==> src/rtl/present_pkg.sv <==
// Shared PRESENT-80 definitions: round count, controller state encoding,
// the 4-bit S-box, the bit permutation layer and the key-schedule update.
package present_pkg;

  localparam int ROUNDS = 31;

  typedef enum logic [1:0] {
    IDLE = 2'd0,
    RUN  = 2'd1,
    DONE = 2'd2
  } ctrl_state_e;

  function automatic logic [3:0] sbox4(input logic [3:0] x);
    logic [3:0] y;
    case (x)
      4'h0: y = 4'hC;
      4'h1: y = 4'h5;
      4'h2: y = 4'h6;
      4'h3: y = 4'hB;
      4'h4: y = 4'h9;
      4'h5: y = 4'h0;
      4'h6: y = 4'hA;
      4'h7: y = 4'hD;
      4'h8: y = 4'h3;
      4'h9: y = 4'hE;
      4'hA: y = 4'hF;
      4'hB: y = 4'h8;
      4'hC: y = 4'h4;
      4'hD: y = 4'h7;
      4'hE: y = 4'h1;
      default: y = 4'h2;
    endcase
    return y;
  endfunction

  // Bit j moves to (16*j) mod 63; bit 63 is a fixed point.
  function automatic logic [63:0] p_layer(input logic [63:0] s);
    logic [63:0] p;
    p = '0;
    p[63] = s[63];
    for (int j = 0; j < 63; j++) begin
      p[(16 * j) % 63] = s[j];
    end
    return p;
  endfunction

  // s_top is S() of the nibble that lands on [79:76] after the rotation,
  // i.e. S(k[18:15]), computed by the shared key S-box outside this function.
  function automatic logic [79:0] key_update(input logic [79:0] k,
                                             input logic [3:0]  s_top,
                                             input logic [4:0]  rnd);
    logic [79:0] r;
    r          = {k[18:0], k[79:19]};
    r[79:76]   = s_top;
    r[19:15]   = r[19:15] ^ rnd;
    return r;
  endfunction

endpackage

==> src/rtl/present_sbox.sv <==
// Single 4-bit PRESENT S-box, purely combinational.
module present_sbox
  import present_pkg::*;
(
  input  logic [3:0] i_x,
  output logic [3:0] o_y
);

  assign o_y = sbox4(i_x);

endmodule

==> src/rtl/present_sbox_parallel_64bit.sv <==
// PRESENT substitution layer: 16 S-boxes, nibble i on bits [4i+3:4i].
module present_sbox_parallel_64bit (
  input  logic [63:0] i_x,
  output logic [63:0] o_y
);

  for (genvar g = 0; g < 16; g++) begin : g_sbox
    present_sbox u_sbox (
      .i_x (i_x[4*g+3:4*g]),
      .o_y (o_y[4*g+3:4*g])
    );
  end

endmodule

==> src/rtl/present80_round_ctrl.sv <==
// Round-serial PRESENT-80 encryption controller: one round plus one key
// schedule step per clock, with valid/ready handshakes on input and output.
module present80_round_ctrl #(
  parameter int ROUNDS = present_pkg::ROUNDS
) (
  input  logic        clk,
  input  logic        rst_n,
  input  logic        i_in_valid,
  output logic        o_in_ready,
  input  logic [63:0] i_in_pt,
  input  logic [79:0] i_in_key,
  output logic        o_out_valid,
  input  logic        i_out_ready,
  output logic [63:0] o_out_ct,
  output logic        o_busy,
  output logic [1:0]  o_dbg_state
);

  import present_pkg::*;

  localparam logic [4:0] LP_LAST_RND = 5'(ROUNDS);

  // Handshakes: a transfer happens on a rising edge where valid and ready
  // are both high. Input side: in_ready is high only in IDLE, pt/key are
  // sampled on that edge only. Output side: out_valid/out_ct hold until
  // out_ready is seen; the transfer edge returns the controller to IDLE.

  ctrl_state_e r_fsm;
  ctrl_state_e w_fsm_nxt;
  logic [63:0] r_state;
  logic [79:0] r_key;
  logic [4:0]  r_rnd;

  logic [63:0] w_round_key;
  logic [63:0] w_sbox_in;
  logic [63:0] w_sbox_out;
  logic [3:0]  w_key_sbox_out;

  assign w_round_key = r_key[79:16];
  assign w_sbox_in   = r_state ^ w_round_key;

  present_sbox_parallel_64bit u_state_sbox (
    .i_x (w_sbox_in),
    .o_y (w_sbox_out)
  );

  // Nibble that the 61-bit left rotation places at [79:76].
  present_sbox u_key_sbox (
    .i_x (r_key[18:15]),
    .o_y (w_key_sbox_out)
  );

  always_ff @(posedge clk or negedge rst_n) begin
    if (!rst_n) begin
      r_fsm <= IDLE;
    end else begin
      r_fsm <= w_fsm_nxt;
    end
  end

  always_comb begin
    w_fsm_nxt = r_fsm;
    case (r_fsm)
      IDLE: if (i_in_valid) w_fsm_nxt = RUN;
      RUN:  if (r_rnd == LP_LAST_RND) w_fsm_nxt = DONE;
      DONE: if (i_out_ready) w_fsm_nxt = IDLE;
      default: w_fsm_nxt = IDLE;
    endcase
  end

  always_ff @(posedge clk or negedge rst_n) begin
    if (!rst_n) begin
      r_state <= '0;
      r_key   <= '0;
      r_rnd   <= '0;
    end else begin
      case (r_fsm)
        IDLE: begin
          if (i_in_valid) begin
            r_state <= i_in_pt;
            r_key   <= i_in_key;
            r_rnd   <= 5'd1;
          end
        end
        RUN: begin
          r_state <= p_layer(w_sbox_out);
          r_key   <= key_update(r_key, w_key_sbox_out, r_rnd);
          // Leave the counter at its last value rather than wrapping.
          if (r_rnd != LP_LAST_RND) r_rnd <= r_rnd + 5'd1;
        end
        default: ;
      endcase
    end
  end

  assign o_in_ready  = (r_fsm == IDLE);
  assign o_busy      = (r_fsm == RUN);
  assign o_out_valid = (r_fsm == DONE);
  // Final whitening with K32; forced to zero outside DONE.
  assign o_out_ct    = (r_fsm == DONE) ? w_sbox_in : 64'd0;
  assign o_dbg_state = r_fsm;

endmodule

==> config.mk <==
export PLATFORM = sky130hd
export DESIGN_NAME = present80_round_ctrl
export DESIGN_NICKNAME = d
export VERILOG_FILES = /design/src/rtl/present_pkg.sv /design/src/rtl/present_sbox.sv /design/src/rtl/present_sbox_parallel_64bit.sv /design/src/rtl/present80_round_ctrl.sv
export SDC_FILE = /design/constraint.sdc
export NUM_CORES = 1
export LEC_CHECK = 0
export ABC_CLOCK_PERIOD_IN_PS = 2700
export CORE_MARGIN = 4
export CORE_UTILIZATION = 53
export CTS_CLUSTER_DIAMETER = 50
export DETAILED_ROUTE_END_ITERATION = 10
export GPL_TIMING_DRIVEN = 0
export PLACE_DENSITY = 0.79
export RECOVER_POWER = 100
export SLEW_MARGIN = 20
export SYNTH_ARGS = -nofsm -noshare
export SYNTH_HDL_FRONTEND = slang
export SYNTH_SLANG_ARGS = --single-unit
==> constraint.sdc <==
create_clock -name clk -period 2.7 [get_ports clk]
set_input_delay 0.27 -clock clk [delete_from_list [all_inputs] [get_ports clk]]
set_output_delay 0.27 -clock clk [all_outputs]
set_load 0.01 [all_outputs]
* Word level (Yosys, flattened, before mapping)
Memories as Yosys holds them, arrays and structs flattened.
Index checks and enable logic that the tools add are counted.
W data, S select, Z words.
** Cells by class
- Add/subtract/negate cells :: 1
- Equal/unequal tests :: 8
- Muxes and demuxes :: 12
- Bitwise logic cells :: 2
- Reductions and logical operators :: 5
** Operators by type and width (count)
- $pmux W80 S2 :: 1
- $mux W64 :: 2
- $pmux W64 S2 :: 1
- $mux W80 :: 1
- $xor A64 B64 Y64 :: 1
- $mux W5 :: 2
- $pmux W5 S2 :: 1
- $mux W2 :: 3
- $ne A2 B1 Y1 const B :: 3
- $pmux W2 S3 :: 1
- $reduce_and A3 Y1 :: 2
- $add A5 B1 Y5 const B :: 1
- $eq A5 B5 Y1 const B :: 1
- $ne A5 B5 Y1 const B :: 1
- $xor A5 B5 Y5 :: 1
- $eq A2 B1 Y1 const B :: 1
- $eq A2 B2 Y1 const B :: 1
- $logic_not A2 Y1 :: 1
- $ne A2 B2 Y1 const B :: 1
- $reduce_and A2 Y1 :: 1
- $reduce_bool A2 Y1 :: 1
** Storage, ports and cells
- Bits in registers :: 151
- Bits in read-only memories :: 1088
- Bits of input ports :: 148
- Output and inout port bits :: 69
- Word-level logic and storage cells :: 49
- Memories :: 17
** Memory list
- (no name shown) :: words 16, bits a word 4, rd ports 1, clocked after Yosys merged registers in 0, write ports 0, line present_pkg.sv:15 : case (x)
- (no name shown) :: words 16, bits a word 4, rd ports 1, clocked after Yosys merged registers in 0, write ports 0, line present_pkg.sv:15
- (no name shown) :: words 16, bits a word 4, rd ports 1, clocked after Yosys merged registers in 0, write ports 0, line present_pkg.sv:15
- (no name shown) :: words 16, bits a word 4, rd ports 1, clocked after Yosys merged registers in 0, write ports 0, line present_pkg.sv:15
- (no name shown) :: words 16, bits a word 4, rd ports 1, clocked after Yosys merged registers in 0, write ports 0, line present_pkg.sv:15
- (no name shown) :: words 16, bits a word 4, rd ports 1, clocked after Yosys merged registers in 0, write ports 0, line present_pkg.sv:15
- 11 more memories

* Longest topological paths before layout
Gate-level depths: netlist of run 1.
- Word-level depth :: 3
- Gate-level depth with buffers :: 8
- Mapped depth without buffers :: 7

* Cells and area by module
A second synthesis of run 1 with hierarchy kept.
** Unflattened totals
- Cell total of the unflattened synthesis :: 1103
- Area, all modules :: 11175.7 sq um
** By module, submodules not included
- present80_round_ctrl :: instances 1, cells each 797, area an instance 8027.7 sq um, sequential area each 3778.6 sq um
- present_sbox :: instances 17, cells each 18, area an instance 185.2 sq um, sequential area each 0.0 sq um

* Least setup slack after synthesis of run 1
No wires, ideal clock.
- Kind :: register to register
- From :: register r_key[36]
- To :: register r_state[37]
- Library setup time :: 0.126 ns
- Arrival time :: 1.872 ns
- Data required time :: 2.574 ns
- Path slack :: 0.702 ns
- Stages on the path, launching flop included :: 6
- Buffers on the path :: 0
- Period minus slack after synthesis :: 1.998 ns
- Cell sequence :: dfrtp_1 -> xnor2_1 -> inv_1 -> ha_1 -> mux4_2 -> a221o_1
** On the way
- Cells in the longest elaborated chain, start to end :: 3
** RTL lines
- start: declaration :: line present80_round_ctrl.sv:31 : logic [79:0] r_key;
- start signal: assignment :: line present80_round_ctrl.sv:81 : r_key <= i_in_key;
- start signal: assignment :: line present80_round_ctrl.sv:87 : r_key <= key_update(r_key, w_key_sbox_out, r_rnd);
- $xor A64 B64 Y64 :: line present80_round_ctrl.sv:40 : assign w_sbox_in = r_state ^ w_round_key;
- $mem_v2 Z16 W4
- $pmux W64 S2 :: line present80_round_ctrl.sv:77 : case (r_fsm)
- end signal: assignment :: line present80_round_ctrl.sv:80 : r_state <= i_in_pt;
- end signal: assignment :: line present80_round_ctrl.sv:86 : r_state <= p_layer(w_sbox_out);
- end: declaration :: line present80_round_ctrl.sv:30 : logic [63:0] r_state;
No other way between the ends.
A chain may end at the register's enable or synchronous reset.

* Final worst setup path of run 1
- From :: register r_fsm[0], in the netlist o_dbg_state[0]
- To :: output o_in_ready
** On the way
- Cells in the longest elaborated chain, start to end :: 1
** RTL lines
- start: declaration :: line present80_round_ctrl.sv:28 : ctrl_state_e r_fsm;
- start signal: assignment :: line present80_round_ctrl.sv:57 : r_fsm <= w_fsm_nxt;
- $logic_not A2 Y1 :: line present80_round_ctrl.sv:96 : assign o_in_ready = (r_fsm == IDLE);
- end: declaration :: line present80_round_ctrl.sv:9 : output logic o_in_ready,
No other way between the ends.

==> results.cfg, run 1 <==
[cts]
cts_buffers = 17
clock_path_buffers = 2
htree_num_levels = 4
clock-sinks = 151
cts_setup_buffers = 0
tritoncts = built
root_buffer = clkbuf_16
clk_latency_ps = 440
path_clk_slew_ps = 80

[global_routing]
grt_max_degree = 80
grt_pass1_vias = 10100
grt_use_met3_pct = 8.46
met1_usage_pct = 47.9
use_met2_pct = 54.4
grt_pass1_wl_mm = 58.8
gr-total-overflow = 0
grt-busiest-layer = met2
track_usage_pct = 35.6
grt_antenna_before_repair = 0

[die]
die_width_um = 148
die-area_mm2 = 0.0219
initial_utilization_pct = 54.8
num_rows = 50
dieHeight_um = 148
ioPinCount = 217
core_mm2 = 0.0190

[job]
cap_violations = 1

[power_and_ir_drop]
power_density_mw_per_mm2 = 1700
power.total_w = 0.0230
cellLeakagePower_nw = 5.99
peakVddDrop_uv = 671

[place]
dpl.hpwl_mm = 30.4
place_area_mm2 = 0.0129
portBuffers = 216
pre_cts_ws_ps = -322
gp_congestion = 1.03

[final_layout]
fill_cells = 1476
drive_above_1_share_pct = 6.63
synthToLayoutAreaGrowth_pct = 30.2
multi_input_area_mm2 = 0.00599
diodes = 0
nets = 1637
fin_area_mm2 = 0.0135
ff_latch_area_mm2 = 0.00378

[logic_synthesis]
ys.flop_type = dfrtp_1
synth.distinct_cells = 49
synth_adder_area_share_pct = 6.63
synth_top_family_by_area = compound AO/OA/AOI/OAI gates
synth_compound_area_share_pct = 16.7
muxShareOfSynthArea_pct = 10.9
synthCells = 1199
async_reset_ff_share_pct = 100
ys.warnings.count = 0
syn_avg_cell_area_um2 = 8.66
syn_nets = 1402
synth_edf_count = 0
synthesis.area_mm2 = 0.0104
synth-simple-area-share_pct = 15.5
yosys.area_share.xor_xnor_pct = 7.90
synth-seq-cells = 151
ys_seq_area_share_pct = 36.4

[route]
vias = 10500
drt_first_pass_iters = 5
routed_via_density = 6.17
wl_per_cell_um = 23.3
drt_iter0_markers = 1178
routed_wl_mm = 39.7
ant_nets = 0
remaining_drc_errors = 0

[worst_setup_path]
worstPathCellList = buf_2 > clkbuf_1 > nor2_1 > dlygate4sd3_1
ff2ff_path_depth = 6
cp-startpoint = o_dbg_state[0]
path_class = reg2out
endpoint = o_in_ready
cp-end-kind = output pin
critPathArrivalTime_ps = 2410
start_kind = flip-flop
r2r_start = o_dbg_state[0]
r2r_slack_ps = 170
cp.required_ps = 2430
rr_endpoint = r_key[76]
crit_path_max_fanout = 10
cp_slowest_cell = dlygate4sd3_1
critical-path-max-stage-delay_ps = 640

[run_status]
violations = max-capacitance violations, max-slew violations
status = finished, violations left

[timing]
slew_violations = 73
rsz0062_at_grt = false
setup_viol = 0
timing.final.hold_violations = 0
min_period_over_period_pct = 99.1
final.min_clock_period_ps = 2680
slew_headroom_pct = -27.6
finalWorstSetupSlack_ps = 23.8
fmax_mhz = 374
finalClockSkew_ps = 12.4
tightestPinTransition_ps = 1910

[hold_path]
min_path_type = in2reg
-- final cells by class --
type | instances | area share, %
clock buffer | 17 | 3.15
multi-input combinational | 891 | 44.3
timing repair buffer | 218 | 16.2
tap | 260 | 2.41
inverter | 84 | 2.33
clock inverter | 15 | 1.25
buffer | 71 | 2.34
sequential | 151 | 28.0
-- cell usage in the layout (no fill, tap or decap), types with 21 or more instances in the layout --
cell / netlist / final
nor2_1: 148 / 148
clkdlybuf4s50_1: 0 / 175
mux2i_1: 57 / 57
o21ai_0: 80 / 80
clkbuf_1: 45 / 49
dlygate4sd3_1: 0 / 40
xor2_1: 21 / 21
inv_1: 83 / 83
xnor2_1: 56 / 56
nand2_1: 184 / 184
a21oi_1: 22 / 22
a31oi_1: 74 / 74
ha_1: 55 / 55
a211oi_1: 33 / 33
dfrtp_1: 151 / 151
-- synthesized netlist by cell type (2+ instances only) --
cell        n  area, um^2
a211oi_1   33         248
nor2_1    148         556
ha_1       55         688
nor3_1      2        10.0
inv_1      83         312
a21o_1      2        15.0
o21a_1      4        30.0
o221a_2     3        33.8
o221ai_1    2        17.5
o31ai_1     2        15.0
nor3b_1    11        82.6
o211ai_1   13        97.6
nor2b_1     2        12.5
or3_1      18         113
a31oi_1    74         463
o32ai_1     3        26.3
mux2_2     14         158
o22ai_1    14        87.6
buf_1       9        33.8
and3b_1     2        17.5
o21ai_0    80         400
xor2_2      5        81.3
nand3_1     4        20.0
nand2_1   184         691
xnor2_1    56         490
clkbuf_1   45         169
buf_2      18        90.1
mux2i_1    57         571
xor2_1     21         184
and2_1      7        43.8
nand2b_1    6        37.5
mux4_2     18         405
a21oi_1    22         110
xnor2_2     4        65.1
a221o_1     9        90.1
a22o_1      6        52.6
dfrtp_1   151        3780
-- state kept, by name, indices dropped and copies added, names as in the netlist --
name         flops
r_state         64
o_dbg_state      2
r_rnd            5
r_key           80
-- per-layer routing --
layer  share of wire, %  vias to the layer above
met1                 38                     5024
li1                   -                     4626
met2                 44                      723
met4                6.0                        0
met5                  0                        -
met3                 12                      156
-- critical path: cells and delay by family, from the launching register on --
kind | cells | cell delay, ps
buffers and inverters | 3 | 1460
and+or+nand+nor | 1 | 110
DFF | 1 | 400
-- worst min path at each step --
| stage | start | end | slack, ps | cells past startpoint |
|---|---|---|---|---|
| 6_report | i_in_key[10] | r_key[10] | 390 | 3 |
| 5_1_grt | i_in_key[70] | r_key[70] | 390 | 3 |
| 4_1_cts | i_in_key[4] | r_key[4] | 380 | 3 |
| 3_5_place_dp | rst_n | o_dbg_state[1] | 280 | 1 |
| 3_3_place_gp | r_state[55] | r_state[55] | 480 | 2 |
| 2_1_floorplan | rst_n | o_dbg_state[0] | -30 | 0 |
-- power by group --
group | leakage (nW) | total, W | switching [W] | internal, W
Combinational | 3.93 | 0.0154 | 0.00881 | 0.00662
Clock | 0.293 | 0.00244 | 0.00119 | 0.00125
Sequential | 1.78 | 0.00512 | 0.00147 | 0.00366
-- kinds of logic after synthesis --
family,after synthesis
buffers and inverters,157
AND/OR/NAND/NOR,388
adder cells (fa/ha/maj),55
flip-flops,151
multiplexers,89
XOR/XNOR,86
AO/OA/AOI/OAI,273
-- stage by stage --
stage               hold WS (ps)  instances  utilization [%]  setup TNS [ps]
detailed placement           277       1676             68.1           -2390
floorplan                  -25.6       1199                -               0
global route                 390       1707             71.3               0
global placement             482       1675             67.9         -736300
CTS                          380       1708             71.4           -15.6
finish                       389       1707             71.3               0
-- what timing repair did --
item | in CTS | in global routing
gates resized for setup | 13 | 5
hold buffers | 1 | 0
endpoints found under the setup margin | 59 | 50
endpoints found under the hold margin | 72 | 0
Power figures use the tool's default switching activity.
==> inputs of run 2 (changes only) <==
--- a/config.mk
+++ b/config.mk
@@ -13,6 +13,7 @@
 export GPL_TIMING_DRIVEN = 0
 export PLACE_DENSITY = 0.79
 export RECOVER_POWER = 100
+export REMOVE_ABC_BUFFERS = 1
 export SLEW_MARGIN = 20
 export SYNTH_ARGS = -nofsm -noshare
 export SYNTH_HDL_FRONTEND = slang
==> results.cfg, run 2 (synthesis gave the netlist of run 1 again) <==
[timing]
setup_viol = 0
finalClockSkew_ps = 11.6
slew_headroom_pct = -34.0
finalWorstSetupSlack_ps = 48.0
tightestPinTransition_ps = 2010
final.min_clock_period_ps = 2650
rsz0062_at_grt = false
fmax_mhz = 377
min_period_over_period_pct = 98.2
slew_violations = 75
timing.final.hold_violations = 0

[power_and_ir_drop]
switchingPower_w = 0.0106
comb_power_share_pct = 67.2
power_density_mw_per_mm2 = 1630
p_int_w = 0.0117
cellLeakagePower_nw = 6.18
seq_power_share_pct = 22.6
swShare_pct = 47.6
p_clk_share_pct = 10.2
peakVddDrop_uv = 656

[worst_setup_path]
cp_slowest_cell = dlygate4sd3_1
start_kind = flip-flop
cp.required_ps = 2430
path_class = reg2out
critical-path-max-stage-delay_ps = 650
critPathArrivalTime_ps = 2380
cp-end-kind = output pin
critical_path.top_delay_family = buffers and inverters
worstPathCellList = buf_4 > nand2b_4 > buf_12 > nor2_1 > dlygate4sd3_1
crit_path_max_fanout = 9
crit_buf_inv = 3

[final_layout]
mostFrequentLayoutCell = nand2_1
fin_cells = 1666
nets = 1596
fin_area_mm2 = 0.0137
multi_input_area_mm2 = 0.00607
top_regs = r_key: 80 flops, r_state: 64 flops, r_rnd: 5 flops
diodes = 0
largest-register = r_key
drive_above_1_share_pct = 8.11
synthToLayoutAreaGrowth_pct = 31.5
ff_latch_area_mm2 = 0.00378
largest_register_ffs = 80
final_cell_mix = 184 x nand2_1, 149 x nor2_1, 149 x clkdlybuf4s50_1, 149 x dfrtp_1, 82 x inv_1
fill_cells = 1459

[die]
core_mm2 = 0.0190
initial_utilization_pct = 54.8
num_rows = 50
dieHeight_um = 148
die_width_um = 148
ioPinCount = 217
die-area_mm2 = 0.0219

[global_routing]
grt_max_degree = 78
grt_pass1_wl_mm = 52.3
gr-total-overflow = 0
grt_antenna_before_repair = 2
use_met2_pct = 48.5
grt_pass1_vias = 9643
grt_use_met3_pct = 5.86
met1_usage_pct = 40.5
track_usage_pct = 30.5
grt-busiest-layer = met2

[route]
vias = 9936
drt_iter0_markers = 937
wl_per_cell_um = 20.9
routed_wl_mm = 34.9
ant_nets = 0
remaining_drc_errors = 0
drt_first_pass_iters = 5
routed_via_density = 5.96

[cts]
cts_buffers = 17
clock-sinks = 151
path_clk_slew_ps = 70
clock_path_buffers = 2
root_buffer = clkbuf_16
htree_num_levels = 4
clk_latency_ps = 440
tritoncts = built

[place]
dpl.hpwl_mm = 23.2
gp_congestion = 0.898
place_area_mm2 = 0.0129
portBuffers = 216
placedCellCount = 1615
pre_cts_ws_ps = -497

[hold_path]
min_path_type = in2reg

[job]
cap_violations = 1

[run_status]
status = finished, violations left
violations = max-capacitance violations, max-slew violations
-- run 2: worst reg2reg max path, stage by stage (launching register included) --
cell and delay [ps]:
dfrtp_4 440, buf_4 160, buf_4 300, buf_12 260, nor2_1 160, nor2_4 290
buf_16 220, clkbuf_4 370, o21ai_0 130, o21ai_0 150
-- run 2: power groups by stage --
stage	clock network (W)	logic (W)	registers [W]
5_1_grt	0.00239	0.0165	0.00514
3_3_place_gp	0	0.0137	0.00509
6_report	0.00228	0.0150	0.00504
3_5_place_dp	0	0.0144	0.00506
4_1_cts	0.00229	0.0148	0.00499
2_1_floorplan	0	0.0109	0.00465
-- run 2: repair_timing --
item,4_1_cts,5_1_grt
pin swaps,0,2
hold buffers,1,0
gates resized for setup,25,1
hold endpoints to repair,74,0
setup buffers,5,7
endpoints found under the setup margin,78,65
cloned,3,3
-- run 2: per-stage QoR --
step	hold slack, ps	setup TNS [ps]	util (%)	total power [W]
2_1_floorplan	-25.6	-420090	-	0.0155
3_3_place_gp	486	-1894720	66.3	0.0188
3_5_place_dp	286	-836	68.3	0.0195
4_1_cts	381	-506	71.8	0.0221
5_1_grt	395	0	72.1	0.0240
6_report	383	0	72.1	0.0223
-- run 2: cell type report --
type                    instances  area share (%)
multi-input cells             896            44.4
flip-flops and latches        151            27.7
repair buffers                243            19.0
clock buffers                  17            3.11
inverters                      84            2.45
well taps                     260            2.38
clock inverters                15           0.898
-- run 2: worst paths after layout --
path                                  endpoint  slack [ps]            from  cells after the start
worst max-delay path               o_out_ct[8]          50  o_dbg_state[0]                      5
worst min-delay path            o_dbg_state[1]         380     i_out_ready                      2
worst max register to register     r_state[50]         130  o_dbg_state[0]                      9
worst min register to register     r_state[48]         500     r_state[48]                      2
max in group asynchronous            r_key[10]         570           rst_n                      2
min in group asynchronous          r_state[21]         920           rst_n                      2
-- run 2: per-layer routing --
layer / share of wire [%] / vias to the layer above
li1: - / 4541
met1: 40 / 4817
met2: 47 / 494
met3: 8.7 / 82
met4: 4.1 / 2
met5: 0.037 / -
==> inputs of run 3 (changes only) <==
==> constraint.sdc (replaced) <==
create_clock -name clk -period 2.7 [get_ports clk]
set_input_delay 0.27 -clock clk [delete_from_list [all_inputs] [get_ports clk]]
set_output_delay 0.27 -clock clk [all_outputs]
set_load 0.05 [all_outputs]
==> results.cfg, run 3 (synthesis gave the netlist of run 1 again) <==
[timing]
slew_violations = 75
final.setup.tns_ps = 0
finalClockSkew_ps = 10.0
final.min_clock_period_ps = 2630
setup_viol = 0
slew_headroom_pct = -34.4
whs_ps = 385
min_period_over_period_pct = 97.5
timing.final.hold_violations = 0
fmax_mhz = 380
tightestPinTransition_ps = 2020
rsz0062_at_grt = true

[global_routing]
grt_max_degree = 78
grt_pass1_wl_mm = 51.7
grt_pass1_vias = 9526
track_usage_pct = 30.0
gr-total-overflow = 0
grt_antenna_before_repair = 1

[route]
drt_iter0_markers = 866
routed_wl_mm = 33.7
vias = 9728
drt_first_pass_iters = 7
ant_nets = 0
wl_per_cell_um = 20.4
remaining_drc_errors = 0
routed_via_density = 5.87

[worst_setup_path]
worstPathCellList = nand2b_4 > buf_16 > inv_8 > buf_16 > buf_4
cp-startpoint = o_dbg_state[1]
critPathArrivalTime_ps = 2360
cp_slowest_cell = dfrtp_2
ff2ff_path_depth = 6
endpoint = o_busy
path_class = reg2out
crit_cells = 5
critical-path-max-stage-delay_ps = 540
crit_buf_inv = 4
r2r_slack_ps = 190
rr_endpoint = r_state[32]
cp-end-kind = output pin
crit_path_max_fanout = 56
cp.required_ps = 2430
critPathMostFrequentCell = buf_16
r2r_start = r_key[17]
start_kind = flip-flop
critical_path.top_delay_family = buffers and inverters

[power_and_ir_drop]
peakVddDrop_uv = 653
p_clk_share_pct = 10.2
p_int_w = 0.0117
comb_power_share_pct = 67.1
swShare_pct = 47.4
seq_power_share_pct = 22.7
switchingPower_w = 0.0105
cellLeakagePower_nw = 6.01
power_density_mw_per_mm2 = 1650

[cts]
clk_latency_ps = 440
clock_path_buffers = 2
root_buffer = clkbuf_16
clock-sinks = 151
path_clk_slew_ps = 70
htree_num_levels = 4
tritoncts = built
cts_buffers = 17

[place]
gp_congestion = 0.898
dpl.hpwl_mm = 23.2
portBuffers = 216

[run_status]
status = finished, violations left
violations = max-capacitance violations, max-slew violations

[final_layout]
final_cell_mix = 184 x nand2_1, 149 x dfrtp_1, 148 x nor2_1, 148 x clkdlybuf4s50_1, 82 x inv_1
synthToLayoutAreaGrowth_pct = 29.6
drive_above_1_share_pct = 8.31
nets = 1586
top_regs = r_key: 80 flops, r_state: 64 flops, r_rnd: 5 flops
fin_util_pct = 71.0
largest_register_ffs = 80
largest-register = r_key
mostFrequentLayoutCell = nand2_1
diodes = 0

[die]
dieHeight_um = 148
die-area_mm2 = 0.0219
ioPinCount = 217
core_mm2 = 0.0190
die_width_um = 148
initial_utilization_pct = 54.8
num_rows = 50

[hold_path]
min_path_type = in2reg

[job]
cap_violations = 1
[run 3: cell types whose count changed in the layout (fill, tap and decap cells not counted), moves of 2 or more]
| cell | previous run | this run |
|---|---|---|
| dlygate4sd2_1 | 20 | 36 |
| buf_16 | 8 | 10 |
| clkdlybuf4s15_2 | 0 | 11 |
| and2_1 | 6 | 2 |
| buf_12 | 6 | 3 |
| and2_0 | 1 | 5 |
| clkdlybuf4s15_1 | 0 | 2 |
| dlygate4sd3_1 | 47 | 2 |
| buf_4 | 7 | 3 |
| clkbuf_4 | 2 | 0 |
| clkbuf_1 | 1 | 17 |
[run 3: worst register-to-register path, stage by stage (launching register included)]
cell and delay, ps:
dfrtp_1 500, xnor2_1 610, inv_1 110, ha_1 320
mux4_2 470, o22ai_1 260, o21ai_0 120
[run 3: repair_timing]
action                                  CTS  global route
cloned                                    2             1
hold endpoints to repair                 74             0
hold buffers                              1             0
endpoints found under the setup margin   96            20
buffers inserted                          2             3
resized for setup                       136             1
[run 3: power groups by stage]
stage / clock [W] / sequential [W] / combinational [W]
finish: 0.00227 / 0.00503 / 0.0149
detailed placement: 0 / 0.00506 / 0.0145
CTS: 0.00229 / 0.00502 / 0.0147
global route: 0.00238 / 0.00514 / 0.0165
global placement: 0 / 0.00509 / 0.0137
floorplan: 0 / 0.00467 / 0.0109
[run 3: through the flow]
step / power (W) / instance area, um^2 / std cells / worst slack (ps)
after floorplan: 0.0156 / 10100 / 1126 / -3230
after global placement: 0.0188 / 12600 / 1602 / -7410
after detailed placement: 0.0195 / 12900 / 1615 / -764
after CTS: 0.0220 / 13600 / 1652 / -61.1
after global routing: 0.0240 / 13500 / 1656 / -1.11
final: 0.0222 / 13500 / 1656 / 68.3
[run 3: layout make-up]
type                       count  area (um^2)
clock buffer                  17          425
clock inverter                15          123
fill                        1492         5500
inverter                      84          327
multi-input combinational    893         6040
sequential                   151         3780
tap                          260          325
timing repair buffer         236         2430
[run 3: how the worst min path moves through the flow]
| stage | startpoint | end | cells past startpoint |
|---|---|---|---|
| floorplan | rst_n | o_dbg_state[0] | 0 |
| finish | i_out_ready | o_dbg_state[1] | 2 |
| global placement | r_state[51] | r_state[51] | 2 |
| CTS | i_out_ready | o_dbg_state[1] | 2 |
| global route | i_in_key[67] | r_key[67] | 3 |
| detailed placement | rst_n | r_state[21] | 1 |
[run 3: layer usage]
metal	GRT usage, %	part of all wire, %
met1	40.5	41
met2	47.7	47
met3	5.76	8.4
met4	12.5	3.9
met5	0	0.039
